===== src/rtl/mips_pkg.sv =====
// Shared constants and types for the MIPS32 pipeline: ALU control codes,
// forwarding-select encoding and the registered control bundle.
package mips_pkg;

    typedef enum logic [3:0] {
        ALU_AND = 4'b0000,
        ALU_OR  = 4'b0001,
        ALU_ADD = 4'b0010,
        ALU_SUB = 4'b0110,
        ALU_SLT = 4'b0111
    } alu_ctrl_e;

    typedef enum logic [1:0] {
        FWD_NONE = 2'b00,
        FWD_MEM  = 2'b01,
        FWD_WB   = 2'b10
    } fwd_sel_e;

    localparam int REG_ZERO = 0;

    typedef struct packed {
        logic reg_write;
        logic mem_read;
        logic mem_write;
        logic mem_to_reg;
    } ctrl_t;

endpackage


===== src/rtl/id_ex_stage_fwd_sel.sv =====
// Forwarding-select decision for one source register, evaluated at ID/EX capture:
// the EX producer (in MEM next cycle) beats the MEM producer (in WB next cycle).
module fwd_sel
    import mips_pkg::*;
#(
    parameter int REG_AW = 5
) (
    input  logic [REG_AW-1:0] src,
    input  logic [REG_AW-1:0] ex_rd,
    input  logic              ex_reg_write,
    input  logic              ex_valid,
    input  logic [REG_AW-1:0] mem_rd,
    input  logic              mem_reg_write,
    output fwd_sel_e          sel
);

    // Newest producer wins; register 0 is never forwarded.
    always_comb begin
        sel = FWD_NONE;
        if (ex_valid && ex_reg_write && (ex_rd != REG_AW'(REG_ZERO)) && (ex_rd == src)) begin
            sel = FWD_MEM;
        end else if (mem_reg_write && (mem_rd != REG_AW'(REG_ZERO)) && (mem_rd == src)) begin
            sel = FWD_WB;
        end else begin
            sel = FWD_NONE;
        end
    end

endmodule


===== src/rtl/id_ex_stage.sv =====
// ID/EX pipeline register of the 5-stage MIPS32 pipeline with registered
// forwarding selects, load-use stall detection and bubble insertion.
module id_ex_stage
    import mips_pkg::*;
#(
    parameter int DATA_W = 32,
    parameter int REG_AW = 5
) (
    input  logic              clk,
    input  logic              reset,
    input  logic              id_valid,
    input  logic [REG_AW-1:0] id_rs,
    input  logic [REG_AW-1:0] id_rt,
    input  logic [REG_AW-1:0] id_rd,
    input  logic [DATA_W-1:0] id_rs_data,
    input  logic [DATA_W-1:0] id_rt_data,
    input  logic [DATA_W-1:0] id_imm,
    input  logic              id_uses_rt,
    input  logic              id_alu_src,
    input  logic [3:0]        id_alu_ctrl,
    input  logic              id_reg_write,
    input  logic              id_mem_read,
    input  logic              id_mem_write,
    input  logic              id_mem_to_reg,
    input  logic              flush,
    input  logic [DATA_W-1:0] mem_result,
    input  logic [REG_AW-1:0] mem_rd,
    input  logic              mem_reg_write,
    input  logic [DATA_W-1:0] wb_data,
    input  logic [REG_AW-1:0] wb_rd,
    input  logic              wb_reg_write,
    output logic              stall,
    output logic              ex_valid,
    output logic [DATA_W-1:0] ex_a,
    output logic [DATA_W-1:0] ex_b,
    output logic [3:0]        ex_alu_ctrl,
    output logic [DATA_W-1:0] ex_store_data,
    output logic [REG_AW-1:0] ex_rd,
    output logic              ex_reg_write,
    output logic              ex_mem_read,
    output logic              ex_mem_write,
    output logic              ex_mem_to_reg
);

    logic              valid_q,    valid_d;
    logic [DATA_W-1:0] rs_data_q,  rs_data_d;
    logic [DATA_W-1:0] rt_data_q,  rt_data_d;
    logic [DATA_W-1:0] imm_q,      imm_d;
    logic              alu_src_q,  alu_src_d;
    logic [3:0]        alu_ctrl_q, alu_ctrl_d;
    logic [REG_AW-1:0] rd_q,       rd_d;
    ctrl_t             ctrl_q,     ctrl_d;
    fwd_sel_e          rs_sel_q,   rs_sel_d;
    fwd_sel_e          rt_sel_q,   rt_sel_d;

    fwd_sel_e          rs_sel_s, rt_sel_s;
    logic              stall_s;
    logic [DATA_W-1:0] rs_val_s, rt_val_s;

    // A WB write to the same register in the capture cycle has not reached the register file yet.
    function automatic logic [DATA_W-1:0] write_through(
        input logic [REG_AW-1:0] src,
        input logic [DATA_W-1:0] rf_data,
        input logic              we,
        input logic [REG_AW-1:0] wrd,
        input logic [DATA_W-1:0] wdata
    );
        if (we && (wrd != REG_AW'(REG_ZERO)) && (wrd == src)) begin
            return wdata;
        end else begin
            return rf_data;
        end
    endfunction

    fwd_sel #(.REG_AW(REG_AW)) u_fwd_rs (
        .src(id_rs), .ex_rd(rd_q), .ex_reg_write(ctrl_q.reg_write), .ex_valid(valid_q),
        .mem_rd(mem_rd), .mem_reg_write(mem_reg_write), .sel(rs_sel_s)
    );

    fwd_sel #(.REG_AW(REG_AW)) u_fwd_rt (
        .src(id_rt), .ex_rd(rd_q), .ex_reg_write(ctrl_q.reg_write), .ex_valid(valid_q),
        .mem_rd(mem_rd), .mem_reg_write(mem_reg_write), .sel(rt_sel_s)
    );

    // Load-use hazard: the load in EX produces data the ID instruction needs next cycle.
    always_comb begin
        stall_s = 1'b0;
        if (valid_q && ctrl_q.mem_read && ctrl_q.reg_write && (rd_q != REG_AW'(REG_ZERO)) &&
            id_valid && ((id_rs == rd_q) || (id_uses_rt && (id_rt == rd_q)))) begin
            stall_s = 1'b1;
        end else begin
            stall_s = 1'b0;
        end
    end

    // Next-state: flush dominates stall; both load a bubble instead of the ID instruction.
    always_comb begin
        valid_d    = 1'b0;
        rs_data_d  = {DATA_W{1'b0}};
        rt_data_d  = {DATA_W{1'b0}};
        imm_d      = {DATA_W{1'b0}};
        alu_src_d  = 1'b0;
        alu_ctrl_d = ALU_ADD;
        rd_d       = {REG_AW{1'b0}};
        ctrl_d     = '{1'b0, 1'b0, 1'b0, 1'b0};
        rs_sel_d   = FWD_NONE;
        rt_sel_d   = FWD_NONE;
        if (flush || stall_s) begin
            valid_d = 1'b0;
        end else begin
            valid_d    = id_valid;
            rs_data_d  = write_through(id_rs, id_rs_data, wb_reg_write, wb_rd, wb_data);
            rt_data_d  = write_through(id_rt, id_rt_data, wb_reg_write, wb_rd, wb_data);
            imm_d      = id_imm;
            alu_src_d  = id_alu_src;
            alu_ctrl_d = id_alu_ctrl;
            rd_d       = id_rd;
            ctrl_d     = '{id_valid & id_reg_write, id_valid & id_mem_read,
                           id_valid & id_mem_write, id_valid & id_mem_to_reg};
            rs_sel_d   = rs_sel_s;
            rt_sel_d   = rt_sel_s;
        end
    end

    // ID/EX register with synchronous reset to an add-coded bubble.
    always_ff @(posedge clk) begin
        if (reset) begin
            valid_q    <= 1'b0;
            rs_data_q  <= {DATA_W{1'b0}};
            rt_data_q  <= {DATA_W{1'b0}};
            imm_q      <= {DATA_W{1'b0}};
            alu_src_q  <= 1'b0;
            alu_ctrl_q <= ALU_ADD;
            rd_q       <= {REG_AW{1'b0}};
            ctrl_q     <= '{1'b0, 1'b0, 1'b0, 1'b0};
            rs_sel_q   <= FWD_NONE;
            rt_sel_q   <= FWD_NONE;
        end else begin
            valid_q    <= valid_d;
            rs_data_q  <= rs_data_d;
            rt_data_q  <= rt_data_d;
            imm_q      <= imm_d;
            alu_src_q  <= alu_src_d;
            alu_ctrl_q <= alu_ctrl_d;
            rd_q       <= rd_d;
            ctrl_q     <= ctrl_d;
            rs_sel_q   <= rs_sel_d;
            rt_sel_q   <= rt_sel_d;
        end
    end

    // Operand muxes pick up the producer's value from whichever stage it now occupies.
    always_comb begin
        case (rs_sel_q)
            FWD_MEM: rs_val_s = mem_result;
            FWD_WB:  rs_val_s = wb_data;
            default: rs_val_s = rs_data_q;
        endcase
        case (rt_sel_q)
            FWD_MEM: rt_val_s = mem_result;
            FWD_WB:  rt_val_s = wb_data;
            default: rt_val_s = rt_data_q;
        endcase
    end

    assign stall         = stall_s;
    assign ex_valid      = valid_q;
    assign ex_a          = rs_val_s;
    assign ex_b          = alu_src_q ? imm_q : rt_val_s;
    assign ex_store_data = rt_val_s;
    assign ex_alu_ctrl   = alu_ctrl_q;
    assign ex_rd         = rd_q;
    assign ex_reg_write  = ctrl_q.reg_write;
    assign ex_mem_read   = ctrl_q.mem_read;
    assign ex_mem_write  = ctrl_q.mem_write;
    assign ex_mem_to_reg = ctrl_q.mem_to_reg;

endmodule


===== config.mk =====
export PLATFORM = sky130hd
export DESIGN_NAME = id_ex_stage
export DESIGN_NICKNAME = d
export VERILOG_FILES = /design/src/rtl/mips_pkg.sv /design/src/rtl/id_ex_stage_fwd_sel.sv /design/src/rtl/id_ex_stage.sv
export SDC_FILE = /design/constraint.sdc
export NUM_CORES = 1
export LEC_CHECK = 0
export CORE_MARGIN = 2
export CORE_UTILIZATION = 35
export DETAILED_ROUTE_END_ITERATION = 12
export HOLD_SLACK_MARGIN = 0.06
export PLACE_DENSITY = 0.72
export SLEW_MARGIN = 20
export SYNTH_ARGS = -nofsm -noshare
export SYNTH_HDL_FRONTEND = slang
export SYNTH_SLANG_ARGS = --single-unit

===== constraint.sdc =====
create_clock -name clk -period 3.7 [get_ports clk]
set_input_delay 0.74 -clock clk [delete_from_list [all_inputs] [get_ports clk]]
set_output_delay 0.74 -clock clk [all_outputs]
set_load 0.005 [all_outputs]

# ---- Word level (Yosys, flattened, before mapping)
# Cells that the tools add are included.
dict set report word_totals {
  ff_bits 115
  in_bits 201
  out_inout_bits 111
  elab_cells 65
}
dict set report op_classes {
  eq_ne 12
  muxes 10
  bitwise 4
  n_reduce_logical 24
}
# op n
set op_table {}
lappend op_table {{32-bit case mux with 2 select lines} 2}
lappend op_table {{32-bit two-way mux} 3}
lappend op_table {{5-bit == test} 8}
lappend op_table {{1-bit logical AND} 16}
lappend op_table {{5-bit nonzero test} 3}
lappend op_table {{3-bit OR reduction} 2}
lappend op_table {{1-bit bitwise AND} 4}
lappend op_table {{2-bit by 1-bit == test with 1-bit output (second input constant)} 2}
lappend op_table {{2-bit == test (second input constant)} 2}
lappend op_table {{2-bit two-way mux} 2}
lappend op_table {{1-bit two-way mux} 3}
lappend op_table {{1-bit logical OR} 2}
lappend op_table {{2-bit OR reduction} 1}

# ---- Depth between registers and ports, before layout
# Gate-level depths: netlist of run 1.
dict set report depth {
  depth_word 8
  mapped_depth 8
  mapped_depth_nobuf 5
}

# ---- Modules after synthesis
# Synthesis of run 1 repeated with hierarchy kept, for this count alone.
dict set report unflattened {
  hier_cells 830
  hier_area_um2 7243.2
}
# module instances cells_per_inst area_per_inst_um2 seq_area_each_um2
set modules_own_cells {}
lappend modules_own_cells {id_ex_stage 1 790 6947.9 2302.2}
lappend modules_own_cells {fwd_sel 2 20 147.6 0.0}

# ---- Worst setup path before layout of run 1
# OpenSTA, ideal clock, no wires.
dict set report synth_path {
  path_kind {input port to output port}
  start {in id_rs[4]}
  end {out stall}
  t_arrival_ns 1.901
  required_time_ns 2.960
  slack_ns 1.059
  cell_stages 6
  n_path_buf 2
  path_cell_list {xnor2_1 > nand3_1 > nor3_1 > o2111a_1 > buf_2 > clkbuf_1}
}
dict set report synth_via {
  elab_chain_len 4
}
# item line
set synth_lines {}
lappend synth_lines {{from (decl)} id_ex_stage.sv:12} ;# input logic [REG_AW-1:0] id_rs,
lappend synth_lines {{5-bit == test} id_ex_stage.sv:89} ;# id_valid && ((id_rs == rd_q) || (id_uses_rt && (id_rt == rd_q)))) begin
lappend synth_lines {{1-bit logical OR} id_ex_stage.sv:89}
lappend synth_lines {{1-bit logical AND} id_ex_stage.sv:89}
lappend synth_lines {{1-bit two-way mux} id_ex_stage.sv:88} ;# if (valid_q && ctrl_q.mem_read && ctrl_q.reg_write && (rd_q != REG_AW'(REG_ZERO)) &&
lappend synth_lines {{to (decl)} id_ex_stage.sv:32} ;# output logic stall,
# Every way passes these cells.

# ---- Worst setup path after layout of run 1
dict set report layout_path {
  start {reg rt_sel_q[0]}
  end {out ex_b[12]}
}
dict set report layout_via {
  elab_chain_len 3
  word_cells_on_any_way 4
  classes_between {2 x eq/ne; 2 x mux}
}
# item line
set layout_lines {}
lappend layout_lines {{from (decl)} id_ex_stage.sv:54} ;# fwd_sel_e rt_sel_q, rt_sel_d;
lappend layout_lines {{from (signal assigned)} id_ex_stage.sv:148} ;# rt_sel_q <= rt_sel_d;
lappend layout_lines {{2-bit == test / 2-bit by 1-bit == test with 1-bit output (equally long branches)} id_ex_stage.sv:159} ;# case (rt_sel_q)
lappend layout_lines {{32-bit case mux with 2 select lines *} id_ex_stage.sv:159}
lappend layout_lines {{32-bit two-way mux *} id_ex_stage.sv:169} ;# assign ex_b = alu_src_q ? imm_q : rt_val_s;
lappend layout_lines {{to (decl)} id_ex_stage.sv:35} ;# output logic [DATA_W-1:0] ex_b,
# Every way passes the cells marked *; elsewhere a longest branch is shown, timed or not.

==> metrics.md, run 1 <==
| Metric | Value |
|---|---|
| Synth top cells by count | `dfxtp_1 (115), nand2_1 (69), a22oi_1 (64), mux2i_1 (64), o21ai_0 (64)` |
| Pwr Density | `343.6 nW/um2` |
| Prevailing post-synth register cell | `dfxtp_1` |
| Post-synth ARST share | `0%` |
| Nets@finish | `between 1000 and 1500` |
| Critical-path top delay cell | `clkdlybuf4s50_1` |
| Die Area | `18420 um2` |
| Portion of netlist area occupied by mux cells | `about 16%` |
| # DRC | `0` |
| Setup TNS | `0 ns` |
| I/O Buffers | `~310` |
| Crit path kind | `flop to primary output` |
| Synth cell types | `30` |
| Num CTS Buffers | `17` |
| Startpoint Class | `flop` |
| Netlist Area Pre-Place | `just over 6000 um2` |
| Post-CTS setup buffer count | `0` |
| Drt via density | `between 5 and 6` |
| YS warnings | `0` |
| Synth Area in Compound Gates | `roughly 14%` |
| Final wirelength | `roughly 23 mm` |
| Largest net degree at the start of global routing | `62` |
| Slew headroom | `between 40% and 50%` |
| Seq/Total Area, Yosys | `roughly 38%` |
| Util after Layout | `~58%` |
| Syn avg cell area | `between 9 and 10 um2` |
| Hold buffers post-CTS | `0` |
| CTS tree | `built` |
| Post-synthesis simple-gate area fraction | `around 21%` |
| Critical path cell sequence | `inv_1, ha_2, buf_12, a22oi_1, o21ai_0, mux2_2, clkdlybuf4s50_1` |
| Sink Count | `between 100 and 150` |
| Estimated wirelength of the detail-placed design | `15.99 mm` |
| HP Start | `ex_mem_read` |
| Post-synthesis net count | `852` |
| Via Count | `between 6000 and 7000` |
| Rows | `48` |
| VDD IR max | `between 200 and 300 uV` |
| Synth area leader | `dfxtp_1` |
| XOR/XNOR Fraction of Synth Area | `between 4 and 5%` |
| Count leader, synth | `dfxtp_1` |
| Synth top area cells | `dfxtp_1 (38%), mux2i_1 (11%), nor3_2 (8.1%)` |
| Unrepaired setup endpoints after global routing | `false` |
| Max Cap Viol | `0` |
| All-layer global routing usage | `around 25%` |
| Worst Path Required | `slightly below 3 ns` |
| Min Clock Period, post-route | `~3.5 ns` |
| Status | `completed` |
| Synth Area in Adders | `0.8242%` |
| First-pass GRT wire length | `~35 mm` |
| Endpoints failing setup | `0` |
| Clock skew | `~0.011 ns` |
| R2R Path End | `rt_data_q[20]` |
| Max frequency | `around 0.28 GHz` |
| EDFF count, synth | `0` |
| Die height | `135.7 um` |
| CTS HTree Levels | `4` |
| Vias in the first global route | `6011` |
| Measured slew at the worst slew-check pin | `0.8051 ns` |
| WL per Instance | `just under 20 um` |
| Clk buf depth | `2` |
| Worst Path Max Fanout | `17` |
| Number of DRC markers in iteration 0 | `~290` |
| Core ar. | `17120 um2` |
| Area share of the largest cell type after synthesis | `between 30% and 40%` |
| Final Max Tran Viols | `0` |
| Antenna-violating nets left | `0` |
| Critical Path End Type | `primary output` |
| Area grow syn2layout | `64.04%` |
| Worst Hold Depth | `3` |
| Worst Path Arrival | `about 2.8 ns` |
| Pre-Repair DR Iteration Count | `5` |
| CTS clk-pin slew, worst paths | `around 0.060 ns` |
| Initial antenna violation count | `0` |
| Flop-to-flop setup slack | `between 1 and 1.5 ns` |
| Worst R2R Start | `ex_rd[4]` |
| Clock Latency Late Sink | `~0.42 ns` |
| Reg2reg path depth | `6` |
| Post-route clock period utilization | `between 90% and 100%` |
| Largest regs | `imm_q x32, rs_data_q x32, rt_data_q x32` |
| # resized after CTS | `0` |
| Initial Utilization | `roughly 35%` |
| I/O Pins | `between 300 and 400` |
| Largest family of logic cells by synthesized area | `simple AND/OR/NAND/NOR gates` |
| Final hold violation count | `0` |
| GRT overflow | `0` |
| Root buf cell | `clkbuf_16` |
| Die width | `about 140 um` |
| Max incr delay on CP | `approximately 0.50 ns` |
| Hold/Removal Path Class | `flop to flop` |
| Diodes inserted | `0` |
| Leakage power | `3.342 nW` |
| Layout cells sized above 1 | `between 10% and 20%` |
| #FFs+latches synth | `~120` |
| Mapped Cells | `647` |
| Placer congestion estimate | `between 0.8 and 0.9` |
| Hold endpoint | `rs_sel_q[0]` |
| Fill cell count | `between 1500 and 2000` |
==> final cells by class <==
cell class / count / area (um2) / area share, %
inverters: 4 / 15.01 / 0.1507
repair buffers: 330 / 3306 / 33.19
clock inverters: 13 / 100.1 / 1.005
well taps: 225 / 281.5 / 2.826
multi-input cells: 466 / 3502 / 35.16
flip-flops and latches: 115 / 2303 / 23.13
clock buffers: 19 / 452.9 / 4.547
==> where the power goes <==
part           total, mW  internal (mW)  switching [mW]  leakage, nW
logic              0.575          0.368           0.208         2.14
registers           1.31           1.29          0.0175        0.944
clock network       1.54          0.900           0.642        0.260
total               3.42           2.56           0.867         3.34
==> how the worst max path moves through the flow <==
stage / from / endpoint / slack, ns / depth (start not counted)
finish: rt_sel_q[0] / ex_b[12] / 0.16 / 7
global route: rt_sel_q[0] / ex_b[12] / 0.008 / 7
CTS: rt_sel_q[1] / ex_b[12] / 0.11 / 6
detailed placement: id_rs[0] / stall / 0.30 / 6
global placement: id_rt[0] / stall / 0.33 / 6
floorplan: id_rs[4] / stall / 1.06 / 6
==> cells by family (layout without fill, tap and decap cells) <==
| family | count (synthesis) | in the layout |
|---|---|---|
| and+or+nand+nor | 203 | 203 |
| muxes | 96 | 96 |
| DFF | 115 | 115 |
| adders and majority gates | 4 | 4 |
| buffers and inverters | 66 | 366 |
| xor gates and xnor gates | 30 | 30 |
| AOI/OAI and AO/OA | 133 | 133 |
==> critical path: cells and delay by family (launching register included) <==
| kind | cells | cell delay (ns) |
|---|---|---|
| buf+inv | 3 | 0.79 |
| compound gates | 2 | 0.55 |
| fa+ha+maj | 1 | 0.48 |
| flops | 1 | 0.32 |
| mux | 1 | 0.25 |
==> cells in the final DEF (no fill, tap or decap), drive strengths merged, types with 2 or more instances in the layout <==
| cell | netlist | routed |
|---|---|---|
| clkdlybuf4s50 | 0 | 311 |
| dfxtp | 115 | 115 |
| nor3 | 74 | 74 |
| nand2 | 69 | 69 |
| o21ai | 65 | 65 |
| a22oi | 64 | 64 |
| mux2i | 64 | 64 |
| nor3b | 42 | 42 |
| mux2 | 32 | 32 |
| clkbuf | 49 | 19 |
| buf | 13 | 19 |
| xor2 | 17 | 17 |
| xnor2 | 13 | 13 |
| inv | 4 | 10 |
| nand3 | 6 | 6 |
| clkinvlp | 0 | 5 |
| ha | 4 | 4 |
| nor2 | 3 | 3 |
| or3 | 2 | 2 |
| or4 | 2 | 2 |
| nor4 | 2 | 2 |
| clkinv | 0 | 2 |
==> metal layers <==
layer / share of wire [%] / GRT usage [%] / routed length, um / vias to the layer above
met1: 43 / 30.77 / 9727 / 2902
met4: 1.5 / 7.523 / 334 / 0
met2: 48 / 40.91 / 11010 / 247
met3: 7.7 / 7.370 / 1757 / 22
met5: 0 / 0 / 0 / -
li1: - / - / - / 2912
==> through the flow <==
| step | power, mW | std cells | cell area [um2] | hold slack [ns] | worst slack (ns) |
|---|---|---|---|---|---|
| finish | 3.423 | 1172 | 9961 | 0.6514 | 0.1567 |
| global route | 3.565 | 1172 | 9961 | 0.7062 | 0.007822 |
| CTS | 3.454 | 1172 | 9961 | 0.6628 | 0.1140 |
| detailed placement | 1.907 | 1140 | 9408 | 0.6457 | 0.3009 |
| global placement | 1.904 | 1140 | 9408 | 0.6419 | 0.3338 |
| floorplan | 1.510 | 647 | 6072 | 0.5339 | 1.059 |
Power figures use the tool's default switching activity.
==> run 2: changes to the inputs <==
--- a/config.mk
+++ b/config.mk
@@ -10,7 +10,7 @@
 export DETAILED_ROUTE_END_ITERATION = 12
 export HOLD_SLACK_MARGIN = 0.06
 export PLACE_DENSITY = 0.72
-export SLEW_MARGIN = 20
+export RECOVER_POWER = 100
 export SYNTH_ARGS = -nofsm -noshare
 export SYNTH_HDL_FRONTEND = slang
 export SYNTH_SLANG_ARGS = --single-unit
==> run 2 against run 1 <==
Clock skew decreased by 0.00073 ns; count of clock-buffer cells in the layout unchanged; highest routed layer unchanged; total power decreased by 0.80%; flip-flop and latch count unchanged; register-to-register slack got worse by 0.53 ns.
==> metrics.md, run 2 (synthesis results as in run 1) <==
| Metric | Value |
|---|---|
| Measured slew at the worst slew-check pin | `1.357 ns (+0.5517 ns)` |
| Clock Latency Late Sink | `0.42 ns (about the same)` |
| Hold endpoint | `rs_sel_q[0]` |
| VDD IR max | `299.2 uV (+0.91%)` |
| Area grow syn2layout | `60.02%` |
| Drt via density | `5.206 (+0.30%)` |
| Max incr delay on CP | `0.60 ns (+0.10 ns)` |
| Die height | `135.7 um (unchanged)` |
| Endpoints failing setup | `0 (unchanged)` |
| Via Count | `6101 (+0.30%)` |
| Placer congestion estimate | `0.8504 (unchanged)` |
| P_int | `2.533 mW (-0.87%)` |
| Cell family with most CP delay | `buffers and inverters` |
| Hold buffers post-CTS | `0 (unchanged)` |
| Hold/Removal Path Class | `flop to flop` |
| Fill cell count | `1595 (+2.7%)` |
| Nets@finish | `1139 (unchanged)` |
| Post-route clock period utilization | `96.70% (+0.93 points)` |
| Largest net degree at the start of global routing | `62 (unchanged)` |
| Status | `completed` |
| Worst Hold Depth | `3 (unchanged)` |
| Die width | `135.7 um (unchanged)` |
| Instance count on the critical path | `6 (-1)` |
| WL per Instance | `19.57 um (+0.46%)` |
| Util after Layout | `56.77% (-1.4 points)` |
| Vias in the first global route | `6011 (unchanged)` |
| Die Area | `18420 um2 (unchanged)` |
| Sw power | `0.8616 mW (-0.60%)` |
| # resized after CTS | `0 (unchanged)` |
| Flop-to-flop setup slack | `0.87 ns (-0.53 ns)` |
| I/O Pins | `312 (unchanged)` |
| Layout cells sized above 1 | `9.926% (-5.0 points)` |
| I/O Buffers | `311 (unchanged)` |
| Min Clock Period, post-route | `3.578 ns (+0.03450 ns)` |
| Initial antenna violation count | `0 (unchanged)` |
| CTS HTree Levels | `4 (unchanged)` |
| Part of the power in combinational logic | `16.0% (-0.8 points)` |
| Most frequent cells in the layout | `clkdlybuf4s50_1 (211), dfxtp_1 (114), dlygate4sd3_1 (100)` |
| Clk buf depth | `2 (unchanged)` |
| Worst Path Required | `2.96 ns (about the same)` |
| Antenna-violating nets left | `0 (unchanged)` |
| Most common library cell in the layout ignoring fill and taps | `clkdlybuf4s50_1` |
| HP Start | `ex_reg_write` |
| Diodes inserted | `0 (unchanged)` |
| R2R Path End | `rs_sel_q[1]` |
| Core ar. | `17120 um2 (unchanged)` |
| Max frequency | `0.2795 GHz (-0.96%)` |
| Clock share of power | `45.6% (+0.6 points)` |
| Worst path bufs/invs | `2 (-1)` |
| Final wirelength | `22.94 mm (+0.46%)` |
| Rows | `48 (unchanged)` |
| Num CTS Buffers | `17 (unchanged)` |
| Post-CTS setup buffer count | `0 (unchanged)` |
| Number of DRC markers in iteration 0 | `301 (+5.6%)` |
| Final hold violation count | `0 (unchanged)` |
| Critical Path End Type | `primary output` |
| Pre-Repair DR Iteration Count | `5 (unchanged)` |
| CTS tree | `built` |
| Sink Count | `115 (unchanged)` |
| Estimated wirelength of the detail-placed design | `15.99 mm (unchanged)` |
| First-pass GRT wire length | `34.67 mm (unchanged)` |
| Worst R2R Start | `ex_rd[0]` |
| Critical-path top delay cell | `dlygate4sd3_1` |
| Final Max Tran Viols | `0 (unchanged)` |
| Placed Area | `9408 um2 (unchanged)` |
| Switching Share | `25.38% (+0.052 points)` |
| Reg2reg path depth | `5 (-1)` |
| CTS clk-pin slew, worst paths | `0.06 ns (about the same)` |
| Leakage power | `3.552 nW (+6.3%)` |
| Crit path kind | `input pin to primary output` |
| Initial Utilization | `35.48% (unchanged)` |
| Crit path top cell by count | `dlygate4sd3_1` |
| Pwr Density | `349.4 nW/um2 (+1.7%)` |
| Worst Path Max Fanout | `3 (-14)` |
| All-layer global routing usage | `24.64% (unchanged)` |
| # DRC | `0 (unchanged)` |
| GRT overflow | `0 (unchanged)` |
| Clock skew | `0.009915 ns (-0.0007255 ns)` |
| Largest regs | `imm_q x32, rs_data_q x32, rt_data_q x32` |
| Root buf cell | `clkbuf_16` |
| Sequential share of power | `38.5% (+0.3 points)` |
| DP Worst Slack | `0.3009 ns (unchanged)` |
| Unrepaired setup endpoints after global routing | `false` |
| Setup TNS | `0 ns (unchanged)` |
| Startpoint Class | `input pin` |
| Worst setup margin | `0.1222 ns (-0.03450 ns)` |
| Critical path cell sequence | `dlygate4sd3_1, xnor2_1, nand3_1, nor3_1, o2111a_4, dlygate4sd3_1` |
| Design Area, Final | `9717 um2 (-2.4%)` |
| Worst Path Arrival | `2.84 ns (+0.04 ns)` |
| Slew headroom | `9.548% (-37 points)` |
| Max Cap Viol | `0 (unchanged)` |
run 2: power by group through the flow:
stage | logic (mW) | clock network [mW] | registers [mW]
floorplan | 0.184 | 0 | 1.33
global placement | 0.572 | 0 | 1.33
detailed placement | 0.574 | 0 | 1.33
CTS | 0.578 | 1.57 | 1.31
global route | 0.584 | 1.64 | 1.31
finish | 0.543 | 1.55 | 1.31
run 2: worst min-delay path, cell delays in order (launching register included):
cell     delay [ns]
dfxtp_1        0.31
o311a_1        0.18
nand3_1        0.08
nor2_1         0.04
run 2: worst max path at each step:
stage	start	end	slack, ns
CTS	rt_sel_q[1]	ex_b[12]	0.11
global route	rt_sel_q[0]	ex_b[12]	0.02
detailed placement	id_rs[0]	stall	0.30
global placement	id_rt[0]	stall	0.33
floorplan	id_rs[4]	stall	1.06
finish	id_rs[2]	stall	0.12
run 2: routing by layer:
metal | GRT usage [%] | share of wire [%] | up-vias
li1 | - | - | 2919
met1 | 30.77 | 43 | 2907
met2 | 40.91 | 47 | 248
met3 | 7.370 | 7.6 | 27
met4 | 7.523 | 1.6 | 0
met5 | 0 | 0 | -
run 2: per-stage QoR:
step | std cells | power (mW) | hold slack, ns
after global placement | 1140 | 1.904 | 0.6419
after detailed placement | 1140 | 1.907 | 0.6457
final | 1172 | 3.395 | 0.6473
after floorplan | 647 | 1.510 | 0.5339
after CTS | 1172 | 3.454 | 0.6628
after global routing | 1172 | 3.532 | 0.7012
run 2: area by class of cell:
type	instances	area (um2)	share of cell area, %
clock buffers	19	452.9	4.661
clock inverters	13	100.1	1.030
inverters	4	15.01	0.1545
multi-input cells	466	3266	33.61
flip-flops and latches	115	2303	23.71
well taps	225	281.5	2.897
repair buffers	330	3298	33.94
